[config.mk]
export PLATFORM = sky130hd
export DESIGN_NAME = uart_tx_scheduler_flat
export DESIGN_NICKNAME = d
export VERILOG_FILES = /design/src/rtl/uart_tx_scheduler_if.sv /design/src/rtl/uart_tx_scheduler.sv /design/src/flat_wrapper.sv
export SDC_FILE = /design/constraint.sdc
export NUM_CORES = 1
export LEC_CHECK = 0
export ABC_AREA = 1
export BUFFER_PORTS_ARGS = -buffer_cell sky130_fd_sc_hd__buf_2
export CORE_MARGIN = 3
export CORE_UTILIZATION = 50
export CTS_BUF_LIST = sky130_fd_sc_hd__clkbuf_8
export DETAILED_ROUTE_END_ITERATION = 12
export PLACE_DENSITY = 0.85
export SLEW_MARGIN = 20
export SYNTH_ARGS = -nofsm -noshare
export SYNTH_HDL_FRONTEND = slang
export SYNTH_SLANG_ARGS = --single-unit
[constraint.sdc]
create_clock -name clock -period 1.9 [get_ports clock]
set_input_delay 0.095 -clock clock [delete_from_list [all_inputs] [get_ports clock]]
set_output_delay 0.095 -clock clock [all_outputs]
set_load 0.005 [all_outputs]
[src/rtl/uart_tx_scheduler_if.sv]
// Requester-side and TxUnit-side handshake bundle for uart_tx_scheduler.
interface uart_tx_scheduler_if #(
  parameter int NUM_REQ = 4,
  parameter int DATA_W  = 8
);
  logic [NUM_REQ-1:0]             req_valid;
  logic [NUM_REQ-1:0][DATA_W-1:0] req_data;
  logic [NUM_REQ-1:0]             req_ready;
  logic                           tx_send;
  logic [DATA_W-1:0]              tx_data;
  logic                           tx_active;
  logic                           tx_done;

  modport master (
    input  req_valid, req_data, tx_active, tx_done,
    output req_ready, tx_send, tx_data
  );

  modport slave (
    output req_valid, req_data, tx_active, tx_done,
    input  req_ready, tx_send, tx_data
  );
endinterface

[src/rtl/uart_tx_scheduler.sv]
// Round-robin scheduler sharing one UART TxUnit among NUM_REQ byte requesters.
// Optional stuck-frame watchdog: define UART_SCHED_TIMEOUT_EN.
module uart_tx_scheduler #(
  parameter  int NUM_REQ        = 4,
  parameter  int DATA_W         = 8,
  parameter  int TIMEOUT_CYCLES = 65535,
  localparam int ID_W           = $clog2(NUM_REQ)
) (
  input  logic                clock,
  input  logic                reset,
  uart_tx_scheduler_if.master bus,
  output logic [ID_W-1:0]     grant_id,
  output logic                busy,
  output logic [15:0]         frame_count,
  output logic                timeout_flag
);
  typedef enum logic [1:0] {IDLE, START, WAIT_DONE, GAP} state_t;

  state_t          state, state_n;
  logic [ID_W-1:0] win_id;
  logic            win_vld;
  logic            wd_hit;

  // Scan farthest-first from grant_id so the nearest valid requester overwrites.
  always_comb begin
    int idx;
    win_id  = grant_id;
    win_vld = 1'b0;
    idx     = 0;
    for (int k = NUM_REQ; k >= 1; k--) begin
      idx = int'(grant_id) + k;
      if (idx >= NUM_REQ) idx = idx - NUM_REQ;
      if (bus.req_valid[ID_W'(idx)]) begin
        win_id  = ID_W'(idx);
        win_vld = 1'b1;
      end
    end
  end

`ifdef UART_SCHED_TIMEOUT_EN
  localparam logic [15:0] WD_LAST = 16'(TIMEOUT_CYCLES - 1);
  logic [15:0] wd_cnt;

  assign wd_hit = ((state == START) || (state == WAIT_DONE)) && (wd_cnt == WD_LAST);

  always_ff @(posedge clock) begin
    if (reset) begin
      wd_cnt       <= '0;
      timeout_flag <= 1'b0;
    end else begin
      if ((state_n == START) && (state != START)) wd_cnt <= '0;
      else if ((state == START) || (state == WAIT_DONE)) wd_cnt <= wd_cnt + 16'd1;
      if (wd_hit) timeout_flag <= 1'b1;
    end
  end
`else
  assign wd_hit       = 1'b0;
  assign timeout_flag = 1'b0;
`endif

  always_ff @(posedge clock) begin
    if (reset) state <= IDLE;
    else       state <= state_n;
  end

  // GAP holds off the next grant until TxUnit has dropped both flags.
  always_comb begin
    state_n = state;
    case (state)
      IDLE:      if (win_vld) state_n = START;
      START:     if (wd_hit) state_n = GAP;
                 else if (bus.tx_active) state_n = WAIT_DONE;
      WAIT_DONE: if (wd_hit || bus.tx_done) state_n = GAP;
      GAP:       if (!bus.tx_active && !bus.tx_done) state_n = IDLE;
      default:   state_n = IDLE;
    endcase
  end

  always_comb begin
    bus.req_ready = '0;
    if ((state == IDLE) && win_vld && !reset) bus.req_ready[win_id] = 1'b1;
  end

  assign busy = (state != IDLE);

  always_ff @(posedge clock) begin
    if (reset) begin
      bus.tx_send <= 1'b0;
      bus.tx_data <= '0;
      grant_id    <= ID_W'(NUM_REQ - 1);
      frame_count <= '0;
    end else begin
      bus.tx_send <= (state_n == START);
      if ((state == IDLE) && win_vld) begin
        bus.tx_data <= bus.req_data[win_id];
        grant_id    <= win_id;
      end
      if ((state == WAIT_DONE) && bus.tx_done && !wd_hit) frame_count <= frame_count + 16'd1;
    end
  end
endmodule

[src/flat_wrapper.sv]
// flat-port wrapper written by rule: the top's interface ports become plain ports
module uart_tx_scheduler_flat 
#(
  parameter  int NUM_REQ        = 4,
  parameter  int DATA_W         = 8,
  parameter  int TIMEOUT_CYCLES = 65535,
  localparam int ID_W           = $clog2(NUM_REQ)
)
  (clock, reset, grant_id, busy, frame_count, timeout_flag, bus_req_valid, bus_req_data, bus_tx_active, bus_tx_done, bus_req_ready, bus_tx_send, bus_tx_data);
  uart_tx_scheduler_if #(.NUM_REQ(NUM_REQ), .DATA_W(DATA_W)) bus_i ();
  input  logic clock;
  input  logic reset;
  output logic [ID_W-1:0] grant_id;
  output logic busy;
  output logic [15:0] frame_count;
  output logic timeout_flag;
  input wire logic [$bits(bus_i.req_valid)-1:0] bus_req_valid;
  input wire logic [$bits(bus_i.req_data)-1:0] bus_req_data;
  input wire logic [$bits(bus_i.tx_active)-1:0] bus_tx_active;
  input wire logic [$bits(bus_i.tx_done)-1:0] bus_tx_done;
  output wire logic [$bits(bus_i.req_ready)-1:0] bus_req_ready;
  output wire logic [$bits(bus_i.tx_send)-1:0] bus_tx_send;
  output wire logic [$bits(bus_i.tx_data)-1:0] bus_tx_data;
  assign bus_i.req_valid = bus_req_valid;
  assign bus_i.req_data = bus_req_data;
  assign bus_i.tx_active = bus_tx_active;
  assign bus_i.tx_done = bus_tx_done;
  assign bus_req_ready = bus_i.req_ready;
  assign bus_tx_send = bus_i.tx_send;
  assign bus_tx_data = bus_i.tx_data;
  uart_tx_scheduler #(.NUM_REQ(NUM_REQ), .DATA_W(DATA_W), .TIMEOUT_CYCLES(TIMEOUT_CYCLES)) u_core (.clock(clock), .reset(reset), .bus(bus_i), .grant_id(grant_id), .busy(busy), .frame_count(frame_count), .timeout_flag(timeout_flag));
endmodule
==> results.sh <==
export IMPL_final_cells=410
export IMPL_holdWs_ns=0.122
export IMPL_grt_overflow_total=0
export IMPL_io_pins=73
export IMPL_skew_ns=0.00837
export IMPL_status="complete, but fails checks"
export IMPL_dp_slack_ns=0.0835
export IMPL_grt_pass1_wl_microns=7210
export IMPL_dieArea_sq_mm=0.00432
export IMPL_async_flop_share=0
export IMPL_synth_nets=313
export IMPL_clk_latency_ns=0.28
export IMPL_critPathMaxStageDelay_ns=0.43
export IMPL_max_cap_violations=0
export IMPL_path_cells="inv_4, nand2_1, nand2_4, nand2_4, nand3_2, o21a_4, nor3_2, buf_2"
export IMPL_dp_cells=382
export IMPL_cts_tree="built"
export IMPL_syn_area_per_cell_sq_um=6.55
export IMPL_postPlaceCellArea_sq_mm=0.00215
export IMPL_wl_microns=5590
export IMPL_antenna_cells=0
export IMPL_crit_fanout=7
export IMPL_ys_flop_type="dfxtp_1"
export IMPL_finalHoldViolations=0
export IMPL_area_delta_synth_final_pct=48.4
export IMPL_fin_ws_ns=-0.0311
export IMPL_start_kind="flip-flop"
export IMPL_met3_length_microns=448
export IMPL_clock_sinks=29
export IMPL_highest_layer="met4"
export IMPL_ys_seq_elements=29
export IMPL_drtIter0Drc=295
export IMPL_arrival_ns=1.84
export IMPL_drive_above_1_share=0.437
export IMPL_ant_nets=0
export IMPL_setup_viol=1
export IMPL_violations="setup timing"
export IMPL_rows=21
export IMPL_met1_length_microns=2230
export IMPL_synth_edf_count=0
export IMPL_path_clk_slew_ns=0.06
export IMPL_min_period_ns=1.93
export IMPL_max_freq_mhz=518
export IMPL_synth_seq_area_share=0.326
export IMPL_antenna_found_initial=0
export IMPL_routed_wl_met2_microns=2860
export IMPL_cp_slowest_cell="dfxtp_2"
export IMPL_path_class="reg -> out"
export IMPL_syn_area_sq_mm=0.00178
export IMPL_die_h_microns=65.7
export IMPL_portBuffers=71
export IMPL_rsz0062_at_grt="true"
export IMPL_die_w_microns=65.7
export IMPL_p_leak_nw=1.31
export IMPL_dr_pass1_iters=5
export IMPL_dp_hpwl_microns=3290
export IMPL_drc=0
export IMPL_synth_cells=272
export IMPL_crit_top_cell="nand2_4"
export IMPL_finalSetupTns_ns=-0.0311
export IMPL_fill_cells=242
export IMPL_netlist_top_cells_count="50 x nand2_1, 41 x nand3_1, 32 x nor2_1, 29 x dfxtp_1, 26 x inv_1"
export IMPL_cts_root_buf="clkbuf_8"
export IMPL_cts_buffers=5
export IMPL_ir_drop_mv=1.21
export IMPL_yosys_top_cells_area="dfxtp_1 33%, nand3_1 12%, nand2_1 11%"
export IMPL_grt_max_degree=21
export IMPL_core_sq_mm=0.00339
export IMPL_period_share=1.02
export IMPL_drv_slew=0
export IMPL_powerDensity_mw_per_mm2=1650
export IMPL_fin_area_sq_mm=0.00264
export IMPL_endpoint_kind="output port"
export IMPL_crit_required_ns=1.80
export IMPL_h_tree_depth=2
export IMPL_vias=2177
export IMPL_hold_path_class="in -> reg"
export IMPL_first_global_vias=1768
export IMPL_start_util=0.526
export IMPL_track_usage=0.209
export IMPL_final_nets=404
export IMPL_routedWlPerCell_microns=13.6
export IMPL_yosysWarnings=0
export IMPL_synth_top_area_frac=0.326
export IMPL_viasPerCell=5.31
export IMPL_routabilityCongestion=0.892
export IMPL_clockBufferDepth=2
export IMPL_synth_cell_type_count=32
export IMPL_synth_most_common_cell="nand2_1"
export IMPL_yosysTopAreaCell="dfxtp_1"
==> per-stage QoR <==
step	power, mW	util
3_3_place_gp	2.64	0.635
3_5_place_dp	2.67	0.635
2_1_floorplan	2.34	-
5_1_grt	4.65	0.780
4_1_cts	3.40	0.678
6_report	4.35	0.780
==> power breakdown <==
group	switching (mW)	internal, mW	total (mW)	leakage [nW]
registers	0.0883	0.725	0.814	0.237
clock network	0.227	0.421	0.649	0.0626
logic	1.70	1.19	2.89	1.02
==> state kept, by name, summed over array words and instances, names as in the netlist <==
register / flops
u_core.bus.tx_send: 1
u_core.bus.tx_data: 8
u_core.frame_count: 16
u_core.state: 2
u_core.grant_id: 2
==> cell families after synthesis <==
logic type / synth area share
simple gates: 0.431
buf+inv: 0.107
compound gates: 0.121
flops: 0.326
xor+xnor: 0.00492
fa+ha+maj: 0.00702
other cells: 0.00210
==> path summary, 6_finish.rpt <==
path                                             start                endpoint  slack [ns]  depth (start not counted)
worst min-delay path                  bus_req_data[19]   u_core.bus.tx_data[3]        0.12                          5
worst min register to register  u_core.frame_count[15]  u_core.frame_count[15]        0.46                          2
worst max register to register      u_core.grant_id[1]   u_core.bus.tx_data[4]        0.04                         13
worst max-delay path                u_core.grant_id[1]        bus_req_ready[1]       -0.03                          8
==> per-layer routing <==
metal / up-vias / track usage
met5: - / 0
met4: 0 / 0.0622
met3: 8 / 0.0701
met2: 98 / 0.342
met1: 1006 / 0.258
li1: 1065 / -
==> worst max-delay path, delay by kind of cell (launching register included) <==
kind | cells | cell delay [ns]
and+or+nand+nor | 5 | 0.62
DFF | 1 | 0.43
AOI/OAI and AO/OA | 1 | 0.28
buffers and inverters | 2 | 0.22
==> placed cells by master, fill, tap and decap left out, types with 13 or more instances in the layout <==
master,n
nand2_4,17
nand2_1,36
buf_4,21
nor2_1,28
a21oi_1,13
buf_2,72
o21ai_0,14
dfxtp_1,27
nand3_1,38
inv_1,26
==> cell type report <==
class                           instances  area (sq um)  area share
Clock inverter                          2          33.8      0.0128
Timing Repair Buffer                   95           534       0.202
Inverter                               30           133      0.0502
Multi-Input combinational cell        202          1220       0.461
Clock buffer                            6          82.6      0.0312
Sequential cell                        29           583       0.221
Tap cell                               46          57.6      0.0218
==> what timing repair did <==
action / in CTS / in global routing
pin swaps: 1 / 20
hold endpoints to repair: 0 / 0
gates resized for setup: 5 / 56
endpoints found under the setup margin: 4 / 19
setup buffers: 1 / 18
hold buffers: 0 / 0
gates cloned: 0 / 1
No activity file was read; power rests on OpenSTA's default activity.
